### config.mk
export PLATFORM = sky130hd
export DESIGN_NAME = ysyx_24070016_mem_arbiter
export DESIGN_NICKNAME = d
export VERILOG_FILES = /design/src/rtl/ysyx_24070016_defs.sv /design/src/rtl/ysyx_24070016_rr_pick2.sv /design/src/rtl/ysyx_24070016_mem_arbiter.sv
export SDC_FILE = /design/constraint.sdc
export NUM_CORES = 1
export LEC_CHECK = 0
export CORE_MARGIN = 3
export CORE_UTILIZATION = 46
export CTS_CLUSTER_DIAMETER = 200
export DETAILED_ROUTE_END_ITERATION = 7
export HOLD_SLACK_MARGIN = 0.12
export PLACE_DENSITY_LB_ADDON = 0.15
export RECOVER_POWER = 50
export SLEW_MARGIN = 20
export SYNTH_ARGS = -nofsm -noshare
export SYNTH_HDL_FRONTEND = slang
export SYNTH_HIERARCHICAL = 1
export SYNTH_SLANG_ARGS = --single-unit
### constraint.sdc
create_clock -name clk -period 5.1 [get_ports clk]
set_input_delay 1.53 -clock clk [delete_from_list [all_inputs] [get_ports clk]]
set_output_delay 1.53 -clock clk [all_outputs]
set_load 0.02 [all_outputs]
### src/rtl/ysyx_24070016_defs.sv
// Shared definitions for the ysyx_24070016 memory arbiter: FSM encoding,
// requester IDs and the default error read data.
package ysyx_24070016_defs;

  typedef enum logic [1:0] {
    ST_IDLE  = 2'd0,
    ST_ISSUE = 2'd1,
    ST_WAIT  = 2'd2,
    ST_RESP  = 2'd3
  } arb_state_e;

  localparam logic ID_IFU = 1'b0;
  localparam logic ID_LSU = 1'b1;

  localparam logic [31:0] ERR_RDATA_DEFAULT = 32'h0;

endpackage

### src/rtl/ysyx_24070016_rr_pick2.sv
// Combinational two-way round-robin picker; on a tie the requester that was
// not granted last wins.
module ysyx_24070016_rr_pick2
  import ysyx_24070016_defs::*;
(
  input  logic valid_ifu,
  input  logic valid_lsu,
  input  logic last_grant,
  output logic grant,
  output logic grant_valid
);

  always_comb begin
    grant_valid = valid_ifu | valid_lsu;
    if (valid_ifu && valid_lsu) begin
      grant = ~last_grant;
    end else if (valid_lsu) begin
      grant = ID_LSU;
    end else begin
      grant = ID_IFU;
    end
  end

endmodule

### src/rtl/ysyx_24070016_mem_arbiter.sv
// IFU/LSU memory arbiter: one outstanding valid/ready transaction, round-robin
// grant, and a watchdog that answers with an error response if memory stalls.
module ysyx_24070016_mem_arbiter
  import ysyx_24070016_defs::*;
#(
  parameter int unsigned TIMEOUT   = 16,
  parameter logic [31:0] ERR_RDATA = ERR_RDATA_DEFAULT
) (
  input  logic        clk,
  input  logic        rst,

  input  logic        ifu_req_valid,
  output logic        ifu_req_ready,
  input  logic [31:0] ifu_req_addr,
  output logic        ifu_rsp_valid,
  input  logic        ifu_rsp_ready,
  output logic [31:0] ifu_rsp_rdata,
  output logic        ifu_rsp_err,

  input  logic        lsu_req_valid,
  output logic        lsu_req_ready,
  input  logic [31:0] lsu_req_addr,
  input  logic        lsu_req_wen,
  input  logic [31:0] lsu_req_wdata,
  input  logic [3:0]  lsu_req_wstrb,
  output logic        lsu_rsp_valid,
  input  logic        lsu_rsp_ready,
  output logic [31:0] lsu_rsp_rdata,
  output logic        lsu_rsp_err,

  output logic        mem_req_valid,
  input  logic        mem_req_ready,
  output logic [31:0] mem_addr,
  output logic        mem_wen,
  output logic [31:0] mem_wdata,
  output logic [3:0]  mem_wstrb,
  input  logic        mem_rsp_valid,
  input  logic [31:0] mem_rdata
);

  localparam logic        WD_ON   = (TIMEOUT != 0);
  localparam logic [31:0] WD_LAST = 32'(TIMEOUT - 1);

  arb_state_e  state_q, state_d;
  logic        owner_q, owner_d;
  logic        last_grant_q, last_grant_d;
  logic [31:0] addr_q, addr_d;
  logic        wen_q, wen_d;
  logic [31:0] wdata_q, wdata_d;
  logic [3:0]  wstrb_q, wstrb_d;
  logic [31:0] rsp_data_q, rsp_data_d;
  logic        err_q, err_d;
  logic [31:0] wd_cnt_q, wd_cnt_d;

  logic grant;
  logic grant_valid;
  logic done;
  logic expire;
  logic owner_rsp_ready;

  ysyx_24070016_rr_pick2 u_pick (
    .valid_ifu   (ifu_req_valid),
    .valid_lsu   (lsu_req_valid),
    .last_grant  (last_grant_q),
    .grant       (grant),
    .grant_valid (grant_valid)
  );

  // Completion beats expiry when both land in the same cycle.
  assign done   = (state_q == ST_ISSUE) ? (mem_req_ready && mem_rsp_valid)
                                        : mem_rsp_valid;
  assign expire = WD_ON && (wd_cnt_q == WD_LAST);
  assign owner_rsp_ready = (owner_q == ID_LSU) ? lsu_rsp_ready : ifu_rsp_ready;

  always_comb begin
    state_d      = state_q;
    owner_d      = owner_q;
    last_grant_d = last_grant_q;
    addr_d       = addr_q;
    wen_d        = wen_q;
    wdata_d      = wdata_q;
    wstrb_d      = wstrb_q;
    rsp_data_d   = rsp_data_q;
    err_d        = err_q;
    wd_cnt_d     = wd_cnt_q;

    case (state_q)
      ST_IDLE: begin
        if (grant_valid) begin
          owner_d      = grant;
          last_grant_d = grant;
          wd_cnt_d     = 32'd0;
          state_d      = ST_ISSUE;
          if (grant == ID_LSU) begin
            addr_d  = lsu_req_addr;
            wen_d   = lsu_req_wen;
            wdata_d = lsu_req_wdata;
            wstrb_d = lsu_req_wstrb;
          end else begin
            addr_d  = ifu_req_addr;
            wen_d   = 1'b0;
            wdata_d = 32'd0;
            wstrb_d = 4'h0;
          end
        end
      end
      ST_ISSUE, ST_WAIT: begin
        wd_cnt_d = wd_cnt_q + 32'd1;
        if (done) begin
          rsp_data_d = mem_rdata;
          err_d      = 1'b0;
          state_d    = ST_RESP;
        end else if (expire) begin
          rsp_data_d = ERR_RDATA;
          err_d      = 1'b1;
          state_d    = ST_RESP;
        end else if (state_q == ST_ISSUE && mem_req_ready) begin
          state_d = ST_WAIT;
        end
      end
      ST_RESP: begin
        if (owner_rsp_ready) begin
          state_d = ST_IDLE;
        end
      end
      default: state_d = ST_IDLE;
    endcase
  end

  always_ff @(posedge clk or negedge rst) begin
    if (!rst) begin
      state_q      <= ST_IDLE;
      owner_q      <= ID_IFU;
      last_grant_q <= ID_LSU;
      addr_q       <= 32'd0;
      wen_q        <= 1'b0;
      wdata_q      <= 32'd0;
      wstrb_q      <= 4'h0;
      rsp_data_q   <= 32'd0;
      err_q        <= 1'b0;
      wd_cnt_q     <= 32'd0;
    end else begin
      state_q      <= state_d;
      owner_q      <= owner_d;
      last_grant_q <= last_grant_d;
      addr_q       <= addr_d;
      wen_q        <= wen_d;
      wdata_q      <= wdata_d;
      wstrb_q      <= wstrb_d;
      rsp_data_q   <= rsp_data_d;
      err_q        <= err_d;
      wd_cnt_q     <= wd_cnt_d;
    end
  end

  // Ready is combinational from the requests, so it is also masked by reset.
  assign ifu_req_ready = rst && (state_q == ST_IDLE) && grant_valid && (grant == ID_IFU);
  assign lsu_req_ready = rst && (state_q == ST_IDLE) && grant_valid && (grant == ID_LSU);

  assign ifu_rsp_valid = (state_q == ST_RESP) && (owner_q == ID_IFU);
  assign lsu_rsp_valid = (state_q == ST_RESP) && (owner_q == ID_LSU);
  assign ifu_rsp_rdata = rsp_data_q;
  assign lsu_rsp_rdata = rsp_data_q;
  assign ifu_rsp_err   = ifu_rsp_valid && err_q;
  assign lsu_rsp_err   = lsu_rsp_valid && err_q;

  assign mem_req_valid = (state_q == ST_ISSUE);
  assign mem_addr      = addr_q;
  assign mem_wen       = wen_q;
  assign mem_wdata     = wdata_q;
  assign mem_wstrb     = wstrb_q;

endmodule

==> impl_results.md <==
- Clock power frac: roughly a quarter
- Int Power: around 3.6 mW
- Die W: between 100 and 150 um
- Max-cap viol count: 2
- CTS buffer count: 17
- Syn_area_per_cell: 10.2 sq um
- Post-route clock period utilization: between 90% and 100%
- CP max-delay cell: clkdlybuf4s50_1
- CP Data Required Time: around 3600 ps
- Synth top area cells: dfrtp_1 53%, nand2_1 7.5%, mux2i_1 5.3%
- Post-Syn Instances: approximately 630
- Starting Density: a little under half
- Post_cts resized: 0
- Final setup skew: between 8 and 9 ps
- Std-Cell Rows: 42
- Crit path buf inv count: 2
- Post-route DRC: 0
- First-pass GRT wire length: about 31000 um
- Comb pwr share: between 40% and 50%
- Status: finished, violations left
- 1st-iter DRT viols: between 200 and 300
- Final worst path period need: 4880 ps
- NetSw: about 2.1 mW
- Cell taking the most area after synthesis: dfrtp_1
- Crit. End Element: primary output
- Nets: between 1000 and 1500
- Setup ws final: between 200 and 250 ps
- Register share of total power: a little under a third
- ANT nets after route: 0
- Fillers: 1004
- Fmax: 0.205 GHz
- Ys async rst share: 100%
- DP Worst Slack: between 200 and 250 ps
- Slowest Stage Delay on Critical Path: roughly 690 ps
- Worst skew pair latency: a little over 400 ps
- Switching share of total power: between 30 and 40%
- VDD IR max: approximately 250 uV
- Share of layout cells above drive strength 1: around 6.6%
- #FFs+latches synth: approximately 140
- Worst-path clk slew: 60 ps
- CP top delay family: buffers and inverters
- Finished Layout Cells: between 1000 and 1500
- 1st-pass router iterations: 5
- Yosys top cell area share: between 50% and 60%
- Area delta synth->final: 52.4%
- Postcts setup bufs: 0
- Final setup TNS: 0 ps
- Synth unique cells: slightly below 50
- Register area share after synthesis: between 50% and 60%
- Pwr Density: 585 nW/um^2
- Failing checks: max-capacitance violations, max-slew violations
- GPL Wtd Cong: around 0.9
- HPWL Detailed: ~14000 um
- Vias per cell: around 5.2
- CP Class: input port to primary output
- Worst-margin pin slew: around 1900 ps
- Core Footprint: around 13000 sq um
- CTS root buf: clkbuf_16
- Grt ovf: 0
- Most common flop cell mapped by yosys: dfrtp_1
- Fin util: between 70 and 80%
- Max clock buf depth: 2
- Post-Route WL: roughly 19000 um
- Hold Vio Cnt, Final: 0
- Leakage: approximately 4.6 nW
- CP Max Fanout: 4
- Post-synth EDFFs: 0
- Multi-input gate area: 2520 sq um
- Yosys warning count: 6
- Final hold slack: about 460 ps
- Critical-path cell list: dlygate4sd3_1 -> or2_1 -> and2_1 -> nand2_1 -> nor2_1 -> clkdlybuf4s50_1
- Final Setup Violations: 0
- Routed len/inst: roughly 18 um
- H-tree depth: 4
- CTS tree: done
- Min-Delay Path Class: flop to flop
- All-Layer GR Usage: about a quarter
- Syn_nets: 777
- Die Area: between 15000 and 20000 sq um
- RSZ-0062 raised after global routing: no
- Crit path DAT: about 3400 ps
- Hold bufs inserted after CTS: 0
- Initial antenna violation count: 2
- Placed instance count: between 1000 and 1500
- Clock sinks: ~140
- Slew margin rel.: -26.7%
- Pins Over Slew Limit: 150
- Num ports: between 200 and 300
- Die Ht: between 100 and 150 um
- Mapped cell area: ~6400 sq um
- Startpoint Class: input port
- Reg area: roughly 3500 sq um
- Largest net degree at the start of global routing: 79
- Vias in the first global route: between 5000 and 6000
- Via count of the routed design: 5490
- Port bufs: 280
-- through the flow --
step	power [mW]	instance area (sq um)
6_report	5.73	9800
5_1_grt	6.06	9800
4_1_cts	5.93	9820
3_5_place_dp	4.46	9120
3_3_place_gp	4.38	9100
2_1_floorplan	3.26	6430
-- worst min-delay path: cells and delay by family, from the launching register on --
family / cells / cell delay (ps)
AND/OR/NAND/NOR: 2 / 90
flip-flops: 1 / 370
-- flip-flops by register name, summed over array words and instances (netlist names) --
signal and flops:
err_q 1, ifu_rsp_rdata 32, last_grant_q 1, mem_addr 32, mem_wdata 32, mem_wen 1
mem_wstrb 4, owner_q 1, state_q 2, wd_cnt_q 32
-- power groups by stage --
| stage | Combinational, mW | Clock [mW] | Sequential [mW] |
|---|---|---|---|
| floorplan | 1.14 | 0 | 2.12 |
| global placement | 2.65 | 0 | 1.73 |
| detailed placement | 2.71 | 0 | 1.75 |
| CTS | 2.73 | 1.46 | 1.74 |
| global route | 2.76 | 1.52 | 1.77 |
| finish | 2.57 | 1.44 | 1.72 |
-- final cells by class --
cell class              count  share of cell area (%)
flip-flops and latches    138                    35.3
repair buffers            288                    29.2
multi-input cells         413                    25.8
clock buffers              22                    5.04
well taps                 176                    2.25
clock inverters            10                    2.15
inverters                   8                   0.306
diodes                      2                  0.0511
-- path summary, 6_finish.rpt --
path | startpoint | end | slack, ps | cells past startpoint
max in group asynchronous | rst | wd_cnt_q[27] | 1400 | 3
setup reg to reg | wd_cnt_q[0] | ifu_rsp_rdata[20] | 2140 | 6
min in group asynchronous | rst | mem_wdata[27] | 1350 | 2
hold / removal | last_grant_q | last_grant_q | 460 | 2
hold reg to reg | last_grant_q | last_grant_q | 460 | 2
setup / recovery | lsu_req_valid | ifu_req_ready | 220 | 6
-- metal layers --
metal,global-route usage (%),vias up,wire length [um],share of wire [%]
li1,-,2610,-,-
met1,29.9,2635,7440,39
met2,43.5,221,10000,52
met3,7.22,24,1270,6.7
met4,8.45,0,362,1.9
met5,0,-,0,0
-- synth_stat cells (all sizes together) (3+ instances only) --
cell type  count
dfrtp        137
nand2        131
nand3         46
buf           45
o21ai         41
mux2i         34
a22o          33
nor2          32
clkbuf        27
xnor2         22
nor4          14
inv            8
nand4          7
nor3           7
and3           6
a21oi          5
and4           5
ha             5
and2           3
nand2b         3
nor2b          3
or3            3
-- cell usage in the layout, fill, tap and decap left out, types with 8 or more instances in the layout --
master	n
a22o_1	33
clkbuf_16	17
xnor2_1	22
nand3_1	44
inv_1	8
o21ai_0	40
dlygate4sd3_1	101
nand2_1	129
nor2_1	32
mux2i_1	34
dfrtp_1	137
clkdlybuf4s50_1	178
nor4_1	8
-- logic make-up (layout without fill, tap and decap cells) --
group           after synthesis  count (layout)  synth area share, %
compound gates               85              85                 8.95
xor+xnor                     24              24                 3.27
fa+ha+maj                     5               5                0.973
buf+inv                      80             328                 6.99
flops                       138             138                 53.7
mux                          36              36                 5.70
other cells                   0               2                    0
simple gates                263             263                 20.4
Note: power is estimated with default switching activity, not from simulation.
